$ cat src/rtl/typedefs.sv
// Shared types for the Genius game datapath.
package typedefs;
  typedef enum logic [1:0] {
    COLOR_RED    = 2'd0,
    COLOR_GREEN  = 2'd1,
    COLOR_BLUE   = 2'd2,
    COLOR_YELLOW = 2'd3
  } color_t;
endpackage

$ cat src/rtl/genius_sequence_player.sv
// Stores the Genius color sequence and plays it back to the LED driver:
// each color lit for ON_CYCLES, then dark for OFF_CYCLES, with a start/done handshake.
module genius_sequence_player
  import typedefs::*;
#(
  parameter int MAX_LEN    = 32,
  parameter int ON_CYCLES  = 25_000_000,
  parameter int OFF_CYCLES = 12_500_000
) (
  input  logic                         clk,
  input  logic                         rst,
  input  logic                         append_valid,
  input  color_t                       append_color,
  input  logic                         clear,
  input  logic                         start,
  output logic [$clog2(MAX_LEN+1)-1:0] seq_len,
  output logic                         full,
  output logic                         busy,
  output logic                         done,
  output logic                         led_enable,
  output color_t                       led_color
);

  localparam int LEN_W   = $clog2(MAX_LEN + 1);
  localparam int IDX_W   = (MAX_LEN > 1) ? $clog2(MAX_LEN) : 1;
  localparam int CNT_MAX = (ON_CYCLES > OFF_CYCLES) ? ON_CYCLES : OFF_CYCLES;
  localparam int CNT_W   = (CNT_MAX > 1) ? $clog2(CNT_MAX) : 1;

  localparam logic [CNT_W-1:0] ON_LOAD  = CNT_W'(ON_CYCLES - 1);
  localparam logic [CNT_W-1:0] OFF_LOAD = CNT_W'(OFF_CYCLES - 1);
  localparam logic [LEN_W-1:0] LEN_MAX  = LEN_W'(MAX_LEN);

  typedef enum logic [1:0] {IDLE, ON, OFF, DONE} state_t;

  state_t           r_state;
  logic [CNT_W-1:0] r_cnt;
  logic [IDX_W-1:0] r_idx;
  logic [LEN_W-1:0] r_seq_len;
  color_t           r_color;
  color_t           r_buf [0:MAX_LEN-1];

  state_t           w_state_next;
  logic [CNT_W-1:0] w_cnt_next;
  logic [IDX_W-1:0] w_idx_next;
  logic [LEN_W-1:0] w_len_next;
  logic             w_wr_en;
  logic             w_load_color;
  logic [IDX_W-1:0] w_rd_addr;
  logic             w_full;
  logic             w_last;

  assign w_full = (r_seq_len == LEN_MAX);
  assign w_last = (LEN_W'(r_idx) == (r_seq_len - LEN_W'(1)));

  always_comb begin
    w_state_next = r_state;
    w_cnt_next   = r_cnt;
    w_idx_next   = r_idx;
    w_len_next   = r_seq_len;
    w_wr_en      = 1'b0;
    w_load_color = 1'b0;
    w_rd_addr    = '0;
    case (r_state)
      IDLE: begin
        // clear beats start, start beats append
        if (clear) begin
          w_len_next = '0;
        end else if (start) begin
          if (r_seq_len != '0) begin
            w_idx_next   = '0;
            w_cnt_next   = ON_LOAD;
            w_load_color = 1'b1;
            w_rd_addr    = '0;
            w_state_next = ON;
          end else begin
            w_state_next = DONE;
          end
        end else if (append_valid && !w_full) begin
          w_wr_en    = 1'b1;
          w_len_next = r_seq_len + LEN_W'(1);
        end
      end
      ON: begin
        if (clear) begin
          w_len_next   = '0;
          w_cnt_next   = '0;
          w_state_next = IDLE;
        end else if (r_cnt == '0) begin
          w_cnt_next   = OFF_LOAD;
          w_state_next = OFF;
        end else begin
          w_cnt_next = r_cnt - CNT_W'(1);
        end
      end
      OFF: begin
        if (clear) begin
          w_len_next   = '0;
          w_cnt_next   = '0;
          w_state_next = IDLE;
        end else if (r_cnt == '0) begin
          if (w_last) begin
            w_state_next = DONE;
          end else begin
            w_idx_next   = r_idx + IDX_W'(1);
            w_rd_addr    = r_idx + IDX_W'(1);
            w_load_color = 1'b1;
            w_cnt_next   = ON_LOAD;
            w_state_next = ON;
          end
        end else begin
          w_cnt_next = r_cnt - CNT_W'(1);
        end
      end
      DONE: begin
        if (clear) begin
          w_len_next = '0;
        end
        w_state_next = IDLE;
      end
      default: w_state_next = IDLE;
    endcase
  end

  always_ff @(posedge clk) begin
    if (rst) begin
      r_state   <= IDLE;
      r_cnt     <= '0;
      r_idx     <= '0;
      r_seq_len <= '0;
      r_color   <= COLOR_RED;
    end else begin
      r_state   <= w_state_next;
      r_cnt     <= w_cnt_next;
      r_idx     <= w_idx_next;
      r_seq_len <= w_len_next;
      if (w_load_color) begin
        r_color <= r_buf[w_rd_addr];
      end
    end
  end

  // Buffer contents survive rst and clear; only seq_len bounds what is played.
  always_ff @(posedge clk) begin
    if (w_wr_en && !rst) begin
      r_buf[r_seq_len[IDX_W-1:0]] <= append_color;
    end
  end

  assign seq_len    = r_seq_len;
  assign full       = w_full;
  assign busy       = (r_state == ON) || (r_state == OFF);
  assign done       = (r_state == DONE);
  assign led_enable = (r_state == ON);
  assign led_color  = r_color;

endmodule

$ cat config.mk
export PLATFORM = sky130hd
export DESIGN_NAME = genius_sequence_player
export DESIGN_NICKNAME = d
export VERILOG_FILES = /design/src/rtl/typedefs.sv /design/src/rtl/genius_sequence_player.sv
export SDC_FILE = /design/constraint.sdc
export NUM_CORES = 1
export LEC_CHECK = 0
export BUFFER_PORTS_ARGS = -buffer_cell sky130_fd_sc_hd__buf_2
export CAP_MARGIN = 20
export CORE_ASPECT_RATIO = 0.6
export CORE_UTILIZATION = 50
export DETAILED_ROUTE_END_ITERATION = 10
export PLACE_DENSITY = 0.67
export SYNTH_ARGS = -nofsm -noshare
export SYNTH_HDL_FRONTEND = slang
export SYNTH_SLANG_ARGS = --single-unit
$ cat constraint.sdc
create_clock -name clk -period 5.7 [get_ports clk]
set_clock_uncertainty 0.05 [all_clocks]
set_input_delay 0 -clock clk [delete_from_list [all_inputs] [get_ports clk]]
set_output_delay 0 -clock clk [all_outputs]
set_load 0.05 [all_outputs]
# Word level (Yosys, flattened, before mapping)
# Memories as Yosys holds them, arrays and structs flattened. A register that Yosys moved wholly into a read port is not among the register bits.
# Cells that the tools add are included.
[op_classes] n_eq_ne=17 addsub=4 muxes=47 n_reduce_logical=15
[op_table] operator="25-bit 2-to-1 mux" n=8
[op_table] operator="25-bit case mux with 3 select lines" n=1
[op_table] operator="5-bit 2-to-1 mux" n=10
[op_table] operator="25-bit logical NOT" n=1
[op_table] operator="25-bit by 1-bit subtractor with 25-bit output, second input constant" n=1
[op_table] operator="6-bit 2-to-1 mux" n=4
[op_table] operator="2-bit 2-to-1 mux" n=8
[op_table] operator="1-bit 2-to-1 mux" n=12
[op_table] operator="2-bit inequality test, second input constant" n=6
[op_table] operator="6-bit case mux with 2 select lines" n=1
[op_table] operator="5-bit case mux with 2 select lines" n=1
[op_table] operator="3-bit inequality test, second input constant" n=3
[op_table] operator="2-bit case mux with 4 select lines" n=1
[op_table] operator="7-bit AND reduction" n=1
[op_table] operator="6-bit by 1-bit adder with 6-bit output, second input constant" n=1
[op_table] operator="5-bit by 6-bit == test with 1-bit output" n=1
[op_table] operator="6-bit == test, second input constant" n=1
[op_table] operator="6-bit nonzero test" n=1
[op_table] operator="6-bit by 1-bit subtractor with 6-bit output, second input constant" n=1
[op_table] operator="5-bit by 1-bit adder with 5-bit output, second input constant" n=1
[op_table] operator="5-bit AND reduction" n=1
[op_table] operator="2-bit == test, second input constant" n=2
[op_table] operator="4-bit inequality test, second input constant" n=1
[op_table] operator="4-bit AND reduction" n=1
[op_table] operator="12 further kinds" n=14
[totals] regBits=38 inputBits=7 word_cells=88 memories=1 ram_bits=64
[mem_list] memory="r_buf" depth=32 word_bits=2 rd=1 rd_ports_with_merged_regs=1 wr=1 line_no="genius_sequence_player.sv:40" rtl="color_t r_buf [0:MAX_LEN-1];"

# Longest topological paths before layout
# Gate-level depths: netlist of the first run.
[depth] depth_word=10 ltp_mapped=12 depth_no_buf=10

# Worst setup path after synthesis of the first run
# Ideal clock, no wire load.
[synth_timing] path_type="register to register" start="register r_seq_len[0] (netlist: seq_len[0])" end="memory r_buf[10][0] (netlist bit) (enable)" period_less_slack_ps=3309 n_path_buf=1 setup_time_ps=310 slack_ps=2391 arrival_time_ps=2949 stages_incl_launch_ff=10 cell_sequence="dfxtp_1 -> clkbuf_1 -> inv_1 -> ha_1 -> or3b_2 -> nor2_1 -> and2_1 -> nor4_1 -> nand2_1 -> nor2_1"
[synth_between] elab_chain_cells=10
[synth_rtl] item="start, declared" line_no="genius_sequence_player.sv:38" rtl="logic [LEN_W-1:0] r_seq_len;"
[synth_rtl] item="start signal, assigned" line_no="genius_sequence_player.sv:135" rtl="r_seq_len <= w_len_next;"
[synth_rtl] item="6-bit == test" line_no="genius_sequence_player.sv:52" rtl="assign w_full = (r_seq_len == LEN_MAX);"
[synth_rtl] item="via full" line_no="genius_sequence_player.sv:17" rtl="output logic full,"
[synth_rtl] item="1-bit logical NOT" line_no="genius_sequence_player.sv:78" rtl="end else if (append_valid && !w_full) begin"
[synth_rtl] item="1-bit logical AND" line_no="genius_sequence_player.sv:78"
[synth_rtl] item="1-bit 2-to-1 mux" line_no="genius_sequence_player.sv:78"
[synth_rtl] item="1-bit 2-to-1 mux" line_no="genius_sequence_player.sv:68" rtl="end else if (start) begin"
[synth_rtl] item="1-bit 2-to-1 mux" line_no="genius_sequence_player.sv:66" rtl="if (clear) begin"
[synth_rtl] item="1-bit 2-to-1 mux" line_no="genius_sequence_player.sv:63" rtl="case (r_state)"
[synth_rtl] item="1-bit logical AND" line_no="genius_sequence_player.sv:144" rtl="if (w_wr_en && !rst) begin"
[synth_rtl] item="1-bit 2-to-1 mux" line_no="genius_sequence_player.sv:144"
[synth_rtl] item="1-bit 2-to-1 mux (implied by the code)" line_no="genius_sequence_player.sv:145" rtl="r_buf[r_seq_len[IDX_W-1:0]] <= append_color;"
[synth_rtl] item="end, declared" line_no="genius_sequence_player.sv:40"
# The timed path passes the listed nets, and every way through them passes these cells.

# Final worst setup path of the first run
[layout_timing] start="register r_seq_len[0] (netlist: seq_len[0])" end="memory r_buf[9][1] (netlist bit) (enable)"
[layout_between] elab_chain_cells=10
[layout_rtl] item="6-bit == test" line_no="genius_sequence_player.sv:52"
[layout_rtl] item="1-bit logical NOT" line_no="genius_sequence_player.sv:78"
[layout_rtl] item="1-bit logical AND" line_no="genius_sequence_player.sv:78"
[layout_rtl] item="1-bit 2-to-1 mux" line_no="genius_sequence_player.sv:78"
[layout_rtl] item="1-bit 2-to-1 mux" line_no="genius_sequence_player.sv:68"
[layout_rtl] item="1-bit 2-to-1 mux" line_no="genius_sequence_player.sv:66"
[layout_rtl] item="1-bit 2-to-1 mux" line_no="genius_sequence_player.sv:63"
[layout_rtl] item="1-bit logical AND" line_no="genius_sequence_player.sv:144"
[layout_rtl] item="1-bit 2-to-1 mux" line_no="genius_sequence_player.sv:144"
[layout_rtl] item="1-bit 2-to-1 mux (implied by the code)" line_no="genius_sequence_player.sv:145"
# Parallel ways exist; a longest one is shown, timed or not.

==> results of run 1 <==
cell type report:
| cell class | count | share of cell area |
|---|---|---|
| well taps | 135 | 0.0287 |
| clock inverters | 6 | 0.0125 |
| inverters | 14 | 0.00892 |
| clock buffers | 10 | 0.0406 |
| multi-input cells | 389 | 0.424 |
| repair buffers | 24 | 0.0234 |
| flip-flops and latches | 104 | 0.462 |
layer usage:
metal / share of wire / vias to the layer above / routed length (um) / global-route usage
met3: 0.091 / 9 / 1250 / 0.0745
met4: 0.0072 / 0 / 98 / 0.0589
met2: 0.38 / 177 / 5270 / 0.342
li1: - / 1978 / - / -
met1: 0.52 / 2055 / 7070 / 0.418
met5: 0 / - / 0 / 0
through the flow:
| step | util | instances | cell area, um^2 | hold WS [ps] |
|---|---|---|---|---|
| 2_1_floorplan | - | 533 | 5390 | 48.9 |
| 6_report | 0.580 | 682 | 5890 | 67.2 |
| 5_1_grt | 0.580 | 682 | 5890 | 133 |
| 4_1_cts | 0.580 | 682 | 5890 | 57.8 |
| 3_3_place_gp | 0.548 | 665 | 5570 | 370 |
| 3_5_place_dp | 0.548 | 665 | 5570 | 352 |
final timing paths:
kind	to	depth (start not counted)	startpoint	slack (ps)
max	r_buf[9][1]	8	seq_len[0]	2430
min	r_state[1]	5	start	70
max reg2reg	r_buf[9][1]	8	seq_len[0]	2430
min reg2reg	r_cnt[10]	2	r_cnt[10]	490
layout by cell type, fill, tap and decap left out, types with 12 or more instances in the layout:
cell type,instances
a211oi_1,14
a21oi_1,25
buf_2,18
dfxtp_1,40
edfxtp_1,64
inv_1,14
nand2_1,37
nand3_1,16
nor2_1,89
nor3_1,20
o21ai_0,17
o22ai_1,12
xnor2_1,16
worst min-delay path, stage by stage:
cell	delay, ps
buf_2	130
nand2_1	70
a21oi_1	90
nor2_1	90
nor3_1	50
power breakdown:
group	internal (mW)	switching [mW]	total [mW]
clock network	0.358	0.294	0.653
registers	0.863	0.0875	0.951
logic	0.323	0.566	0.890
total	1.55	0.948	2.49
state kept, by name, indices dropped and copies added (netlist names):
register and count:
r_cnt 25, r_idx 5, led_color 2, seq_len 6, r_buf 64, r_state 2
repair_timing:
action | 4_1_cts | 5_1_grt
gates resized for setup | 0 | 0
hold endpoints to repair | 1 | 0
hold buffers | 1 | 0
logic make-up after synthesis:
| family | Yosys count |
|---|---|
| and+or+nand+nor | 216 |
| AOI/OAI and AO/OA | 117 |
| DFF | 104 |
| buffers and inverters | 40 |
| xor gates and xnor gates | 27 |
| muxes | 18 |
| adders and majority gates | 11 |
==> impl_results.md, run 1 <==
* Peak Freq at between 300 and 400 MHz
* Mean routed wirelength per cell at roughly 20 um
* Power density cells at 423 nW/um^2
* Clk buf depth at 2
* Synth warnings at 0
* DR pass1 iterations at 5
* CTS tree: built
* Netlist cell types at 64
* Slew Limit Fails at 0
* First-pass GRT wire length at ~22,000 um
* Syn_nets at around 550
* Outcome: complete, no violations
* Max_cap viols at 0
* Vias post-DR at 4,219
* Final setup viols at 0
* Tcrit/Tclk final at 0.574
* Initial antenna violation count at 0
* Final worst slack at 2430 ps
* Place WS at around 2500 ps
* Top_reg_cell synth: edfxtp_1
* Crit start category: flip-flop
* Leak Pwr at about 2 nW
* CTS Buf Count at 9
* Ranking of synthesized cells by area: edfxtp_1, dfxtp_1, nor2_1
* Htree depth at 3
* Antenna violation net count after detailed routing at 0
* Area growth, synth to finish at 9.34%
* Cell taking the most area after synthesis: edfxtp_1
* Simple-gate share of the synthesized area at 0.199
* Fillers at 886
* Worst Setup Path Type: reg2reg
* Clk pin slew, worst setup/hold paths at ~70 ps
* Vias/cell at just over 6
* Worst path buffer plus inverter count at 1
* Root Driver: clkbuf_16
* DP HPWL at a little under 10,000 um
* Synth top cells by count: nor2_1, edfxtp_1, dfxtp_1
* Top Ports at 19
* Power, Total at ~2.5 mW
* Class of the worst hold path: in2reg
* Post-Synth Adder-Cell Area at 0.0256
* Diode count at 0
* Largest net degree at the start of global routing at 37
* CP max FO at 10
* Critical Path AT at 3260 ps
* Fraction of layout cells with a size suffix above 1 at 0.130
* CP max stage delay at 680 ps
* # clock sinks at 104
* Area of the multi-input gates at ~2500 um^2
* Max-Slew Margin vs Limit at 0.442
* Core Region at between 10,000 and 15,000 um^2
* Worst skew pair latency at ~350 ps
* Slowest stage cell, crit path: nor4_1
* VDD IR max at ~0.24 mV
* Count leader, synth: nor2_1
* DRT Wirelength at between 10,000 and 15,000 um
* Ys async rst share at 0
* DRC at 0
* Gr usage total at 0.263
* Xor and xnor fraction of the mapped netlist area at 0.0439
* Routability Congestion at 0.907
* RSZ-0062 raised after global routing: false
* Syn Area/Cell at a little over 10 um^2
* Syn Std Cell Area at 5390 um^2
* Initial Util at 0.530
* Mux contribution to synthesized area at 0.0446
* Largest delay contributor family on the critical path: simple AND/OR/NAND/NOR gates
* Die Ht at between 80 and 90 um
* Combinational family with the most area after synthesis: simple AND/OR/NAND/NOR gates
* Sequential share of the synthesized area at 0.505
* Mapped Cells at 533
* CP Cell Sequence: inv_1, ha_1, or3b_2, nor2_1, and2_1, nor4_1, nand2_1, nor2_1
* Share of the synthesized area in the top cell type at 0.357
* Post-synthesis compound-gate area fraction at 0.150
* Vias in the first global route at 3,845
* Final nets at 560
* Post-synth EDFFs at between 60 and 70
* Total gr overflow at 0
* Minimum clock period at about 3300 ps
* WP data required at roughly 5700 ps
* Tightest Pin Transition at 831 ps
* I/O Buffers at 18
* Setup bufs post-CTS at 0
* Row cnt at 28
* Final hold violations at 0
* Worst Setup End Kind: flip-flop
* Sequential Area at 2720 um^2
* DIE WIDTH at around 140 um
* Setup_tns at 0 ps
* Die footprint at 11,200 um^2
* Most frequent CP cell: nor2_1
* Synthesized flop and latch total at roughly 100
* 1st-iter DRT viols at 520
Power figures use the tool's default switching activity.
==> run 2: changes to the inputs <==
- clock period: 5.7 -> 3.38 ns (I/O delays scaled with it)
==> run 2 against run 1 <==
Final cell count increased by 1.3%. Sequential share of layout area fell by 0.61 points. Setup slack got worse by 2100 ps. Register-to-register slack worse by 2100 ps. Non-clock buffer count up 9. First-iteration DRC count shrank 13%. Sequential power rose by 67%. Combinational power up 75%. Clock power rose by 75%. Maximum frequency increased by 8.9%. Critical path depth rose by 1. Global-route usage rose by 0.32 points. Highest routed layer unchanged.
==> impl_results.md, run 2 (synthesized netlist as in run 1, its figures left out) <==
* Worst path buffer plus inverter count at 1 (unchanged)
* Largest delay contributor family on the critical path: compound AO/OA/AOI/OAI gates
* Tcrit/Tclk final at 0.888 (+0.314)
* Worst Setup Path Type: reg2reg
* Worst skew pair latency at 350 ps (about the same)
* Sequential Area at 2720 um^2 (unchanged)
* Flop-to-flop setup slack at 380 ps (-2050 ps)
* I/O Buffers at 18 (unchanged)
* Power density cells at 720 nW/um^2 (+70%)
* Crit start category: flip-flop
* # clock sinks at 104 (unchanged)
* Critical Path AT at 3230 ps (-30 ps)
* DR pass1 iterations at 6 (+1)
* Hold Crit Depth at 3 (-2)
* DRT Wirelength at 13,600 um (-0.67%)
* CP max FO at 17 (+7)
* Total gr overflow at 0 (unchanged)
* Hold WS at 25.0 ps (-42.2 ps)
* Min-delay src: clear
* Vias in the first global route at 3,892 (+1.2%)
* Slowest stage cell, crit path: o21ai_2
* Vias post-DR at 4,246 (+0.64%)
* Fraction of layout cells with a size suffix above 1 at 0.144 (+0.0141)
* RSZ-0062 raised after global routing: false
* Peak Freq at 333 MHz (+8.9%)
* Die footprint at 11,200 um^2 (unchanged)
* Routability Congestion at 0.889 (-2.0%)
* Hold endpoint: r_state[1]
* CTS Buf Count at 9 (unchanged)
* Outcome: complete, no violations
* Cts repair resizes at 0 (unchanged)
* Core Region at 10,200 um^2 (unchanged)
* Commonest non-fill, non-tap cells in the layout: nor2_1, edfxtp_1, dfxtp_1
* Most common cell after layout, fill and taps aside: nor2_1
* FF-to-FF path depth at 9 (+1)
* First-pass GRT wire length at 21,900 um (+1.2%)
* Root Driver: clkbuf_16
* Vias/cell at 6.14 (-0.67%)
* Diode count at 0 (unchanged)
* DIE WIDTH at 136 um (unchanged)
* Leak Pwr at 2.05 nW (+3.0%)
* CP Cell Sequence: inv_1, ha_1, o21ba_2, a221oi_1, a31oi_1, o21ai_2, mux2_2, a211o_1, o22ai_1
* Number of flip-flops in the largest register at 64 (unchanged)
* Final design utilization at 0.587 (+0.00776)
* Area growth, synth to finish at 10.8%
* Top Ports at 19 (unchanged)
* Final hold violations at 0 (unchanged)
* CP max stage delay at 540 ps (-140 ps)
* Minimum clock period at 3000 ps (-268 ps)
* Tightest Pin Transition at 731 ps (-100 ps)
* Row cnt at 28 (unchanged)
* Area of the multi-input gates at 2490 um^2 (unchanged)
* Gr usage total at 0.267 (+0.00319)
* Class of the worst hold path: in2reg
* DRC at 0 (unchanged)
* Worst Setup End Kind: flip-flop
* Largest net degree at the start of global routing at 33 (-11%)
* Antenna violation net count after detailed routing at 0 (unchanged)
* Slew Limit Fails at 0 (unchanged)
* R2r startpoint: seq_len[0]
* Final nets at 569 (+1.6%)
* Initial antenna violation count at 0 (unchanged)
* DP HPWL at 9760 um (+0.60%)
* Final setup viols at 0 (unchanged)
* Mean routed wirelength per cell at 19.7 um (-2.0%)
* Setup bufs post-CTS at 0 (unchanged)
* Clk pin slew, worst setup/hold paths at 70 ps (about the same)
* VDD IR max at 0.441 mV (+82%)
* Max_cap viols at 0 (unchanged)
* Setup_tns at 0 ps (unchanged)
* WP data required at 3610 ps (-2080 ps)
* Max-Slew Margin vs Limit at 0.510 (+0.0679)
* Clk buf depth at 2 (unchanged)
* Htree depth at 3 (unchanged)
* Fillers at 880 (-0.68%)
* CTS tree: built
* 1st-iter DRT viols at 452 (-13%)
* Worst r2r dst: led_color[1]
* Die Ht at 82.4 um (unchanged)
* Initial Util at 0.530 (unchanged)
* Hold Buf Count CTS at 0 (-1)
==> run 2: worst max path at each step <==
| stage | from | end | slack (ps) | cells after the start |
|---|---|---|---|---|
| finish | seq_len[0] | led_color[1] | 380 | 9 |
| global route | seq_len[0] | led_color[1] | 120 | 9 |
| CTS | seq_len[0] | led_color[1] | 400 | 9 |
| detailed placement | seq_len[0] | led_color[1] | 440 | 9 |
| global placement | seq_len[0] | led_color[1] | 520 | 9 |
| floorplan | seq_len[0] | r_buf[10][0] | 70 | 9 |
==> run 2: per-layer routing <==
metal  track usage  vias up  share of wire
met5             0        -              0
met4        0.0678        0         0.0084
met3        0.0751       14           0.10
met2         0.343      212           0.39
met1         0.423     2030           0.50
li1              -     1990              -
==> run 2: worst register-to-register path, cell delays in order, from the launching register on <==
cell and delay, ps:
dfxtp_1 530, inv_1 120, ha_1 290, o21ba_2 220
a221oi_1 280, a31oi_1 100, o21ai_2 540, mux2_2 410
a211o_1 220, o22ai_1 150
==> run 2: power breakdown <==
group / switching, mW / internal (mW)
clock: 0.478 / 0.658
combinational: 0.972 / 0.592
sequential: 0.138 / 1.46
total: 1.59 / 2.71
==> run 2: area by class of cell <==
type	count	area share
clock inverters	7	0.0170
clock buffers	9	0.0377
multi-input cells	389	0.418
flip-flops and latches	104	0.456
repair buffers	33	0.0340
well taps	135	0.0283
inverters	14	0.00881
==> run 2: per-stage QoR <==
step / cell area, um^2 / cells / power [mW] / setup WS (ps)
floorplan: 5390 / 533 / 2.74 / 70.9
global placement: 5640 / 675 / 3.11 / 520
detailed placement: 5640 / 675 / 3.14 / 436
CTS: 5970 / 691 / 4.27 / 405
global route: 5970 / 691 / 4.53 / 120
finish: 5970 / 691 / 4.29 / 379
==> run 3: changes to the inputs <==
- ABC_AREA: not set -> 1
- PLACE_DENSITY: 0.67 -> 0.66
==> run 3 against run 2 <==
Combinational power fell by 4%. Sequential cell count unchanged. Clock power shrank 6%. Sequential share of layout area down 2.2 points. Core utilization shrank 3.5 points. Area after synthesis is 8.1% higher. Critical path depth rose by 8. Die area rose by 8.0%. Global-route usage fell by 0.26 points. Clock-buffer cell count stayed put. Critical path type unchanged. Highest routed layer unchanged.
==> impl_results.md, run 3 <==
* CTS tree: built
* Worst Setup End Kind: flip-flop
* Cts repair resizes at 0 (unchanged)
* Number of flip-flops in the largest register at 64 (unchanged)
* Minimum clock period at 3020 ps (+15.4 ps)
* Die Ht at 85.6 um (+3.9%)
* R2r startpoint: seq_len[0]
* Syn Area/Cell at 8.55 um^2 (-15%)
* RSZ-0062 raised after global routing: false
* Slowest stage cell, crit path: dfxtp_1
* Count leader, synth: nand3_1
* Hold Crit Depth at 4 (+1)
* Synthesized flop and latch total at 104 (unchanged)
* Largest net degree at the start of global routing at 33 (unchanged)
* DRC at 0 (unchanged)
* Largest delay contributor family on the critical path: simple AND/OR/NAND/NOR gates
* Synth warnings at 0 (unchanged)
* Diode count at 0 (unchanged)
* DP HPWL at 11,200 um (+15%)
* I/O Buffers at 18 (unchanged)
* Cell taking the most area after synthesis: edfxtp_1
* Clk buf depth at 2 (unchanged)
* Top_reg_cell synth: edfxtp_1
* Hold Buf Count CTS at 0 (unchanged)
* Worst Setup Path Type: reg2reg
* DRT Wirelength at 15,400 um (+13%)
* Final nets at 710 (+25%)
* 1st-iter DRT viols at 607 (+34%)
* First-pass GRT wire length at 24,200 um (+11%)
* Most frequent CP cell: nand3_1
* Syn Std Cell Area at 5820 um^2 (+8.1%)
* Tcrit/Tclk final at 0.892 (+0.00457)
* FF-to-FF path depth at 17 (+8)
* Class of the worst hold path: in2reg
* Routability Congestion at 0.864 (-2.8%)
* VDD IR max at 0.383 mV (-13%)
* CP max FO at 29 (+12)
* Sequential share of the synthesized area at 0.467 (-0.0380)
* Setup bufs post-CTS at 0 (unchanged)
* Share of the synthesized area in the top cell type at 0.330 (-0.0268)
* Power, Total at 4.18 mW (-2.8%)
* Slew Limit Fails at 0 (unchanged)
* Die footprint at 12,100 um^2 (+8.0%)
* Outcome: complete, no violations
* Commonest non-fill, non-tap cells in the layout: nand3_1, nand2_1, inv_1, nor2_1, edfxtp_1
* Hold endpoint: seq_len[2]
* Fraction of layout cells with a size suffix above 1 at 0.123 (-0.0205)
* Ys async rst share at 0 (unchanged)
* DR pass1 iterations at 7 (+1)
* Power density cells at 666 nW/um^2 (-7.4%)
* Tightest Pin Transition at 684 ps (-46.5 ps)
* Setup_tns at 0 ps (unchanged)
* Core Region at 11,300 um^2 (+12%)
* Ranking of synthesized cells by area: edfxtp_1, dfxtp_1, nand3_1
* Total gr overflow at 0 (unchanged)
* Antenna violation net count after detailed routing at 0 (unchanged)
* WP data required at 3580 ps (-30 ps)
* Leak Pwr at 2.51 nW (+22%)
* Worst path buffer plus inverter count at 3 (+2)
* Vias post-DR at 4,986 (+17%)
* CTS Buf Count at 9 (unchanged)
* Mean routed wirelength per cell at 17.9 um (-8.9%)
* Final setup viols at 0 (unchanged)
* DIE WIDTH at 141 um (+3.9%)
* Vias/cell at 5.82 (-5.3%)
* Synth top cells by count: nand3_1, nand2_1, inv_1, nor2_1, edfxtp_1
* # clock sinks at 104 (unchanged)
* Critical Path AT at 3220 ps (about the same)
* Syn_nets at 699 (+27%)
* Area growth, synth to finish at 7.58%
* Initial antenna violation count at 0 (unchanged)
* Placed Instances at 841 (+25%)
* Peak Freq at 332 MHz (-0.51%)
* Final hold violations at 0 (unchanged)
* Gr usage total at 0.264 (-0.00262)
* Post-route insts no fill at 857 (+24%)
* Min-delay src: clear
* CP Cell Sequence: inv_1, ha_1, inv_1, nand2_1, nand2_1, xor2_1, nor2_2, nand2_4, nand2_4, nor2_4, nand3_1, nand3_1, nand3_1, nand3_1, nand3_1, nand2_1, inv_1
* Htree depth at 3 (unchanged)
* Worst r2r dst: led_color[0]
* Root Driver: clkbuf_16
* Max_cap viols at 0 (unchanged)
* Top Ports at 19 (unchanged)
* Row cnt at 30 (+7.1%)
* Netlist cell types at 43 (-33%)
* Initial Util at 0.514 (-0.0164)
* Mapped Cells at 681 (+28%)
* Flop-to-flop setup slack at 360 ps (-20 ps)
* Vias in the first global route at 4,499 (+16%)
* Worst skew pair latency at 350 ps (about the same)
* Clk pin slew, worst setup/hold paths at 70 ps (about the same)
* Crit start category: flip-flop
* CP max stage delay at 450 ps (-90 ps)
* Post-synth EDFFs at 64 (unchanged)
* Most common cell after layout, fill and taps aside: nand3_1
* Max-Slew Margin vs Limit at 0.540 (+0.0307)
[run 3: cell types whose count changed after synthesis, moves of 8 or more]
cell,before,now
nor3_1,20,7
a211oi_1,14,3
a221oi_2,0,14
o22ai_1,12,0
mux2_2,8,0
nor2_1,89,81
o21ai_0,17,37
buf_6,1,10
inv_1,14,81
nand2_1,37,111
clkbuf_1,16,4
xnor2_1,16,3
nand3_1,16,112
[run 3: layout make-up]
type | count | area (um^2)
clock buffer | 9 | 225
fill | 1083 | 5070
sequential | 104 | 2720
clock inverter | 7 | 80.1
timing repair buffer | 21 | 113
inverter | 85 | 324
tap | 160 | 200
multi-input combinational | 471 | 2600
[run 3: cell families after synthesis]
logic type	count (synthesis)	synth area share
AOI/OAI and AO/OA	89	0.107
xor gates and xnor gates	14	0.0211
adders and majority gates	11	0.0236
buffers and inverters	106	0.0859
DFF	104	0.467
and+or+nand+nor	357	0.295
[run 3: worst min-delay path: stages]
cell	delay, ps
buf_2	140
nor2_1	100
nand2_1	70
nor2_1	40
[run 3: power breakdown]
part / internal [mW] / switching (mW) / total, mW
combinational: 0.453 / 1.05 / 1.50
sequential: 1.47 / 0.137 / 1.61
clock: 0.584 / 0.484 / 1.07
[run 3: per-stage QoR]
| step | area (um^2) | worst slack, ps | hold slack (ps) | utilization |
|---|---|---|---|---|
| global route | 6270 | 155 | 45.2 | 0.553 |
| CTS | 6270 | 428 | 2.39 | 0.553 |
| floorplan | 5820 | 656 | 34.5 | - |
| finish | 6270 | 364 | 7.24 | 0.553 |
| detailed placement | 5960 | 452 | 367 | 0.526 |
| global placement | 5960 | 550 | 343 | 0.526 |
[run 3: worst max path at each step]
stage / slack, ps / end / cells past startpoint / start
2_1_floorplan: 660 / led_color[0] / 19 / seq_len[0]
3_3_place_gp: 550 / led_color[0] / 17 / seq_len[0]
3_5_place_dp: 450 / led_color[0] / 17 / seq_len[0]
4_1_cts: 430 / led_color[0] / 17 / seq_len[0]
5_1_grt: 150 / led_color[0] / 17 / seq_len[0]
6_report: 360 / led_color[0] / 17 / seq_len[0]
[run 3: per-layer routing]
layer | wire (um) | vias to the layer above | GRT usage
met4 | 136 | 0 | 0.0573
li1 | - | 2341 | -
met2 | 6080 | 248 | 0.361
met1 | 7760 | 2380 | 0.418
met3 | 1410 | 17 | 0.0564
met5 | 0 | - | 0
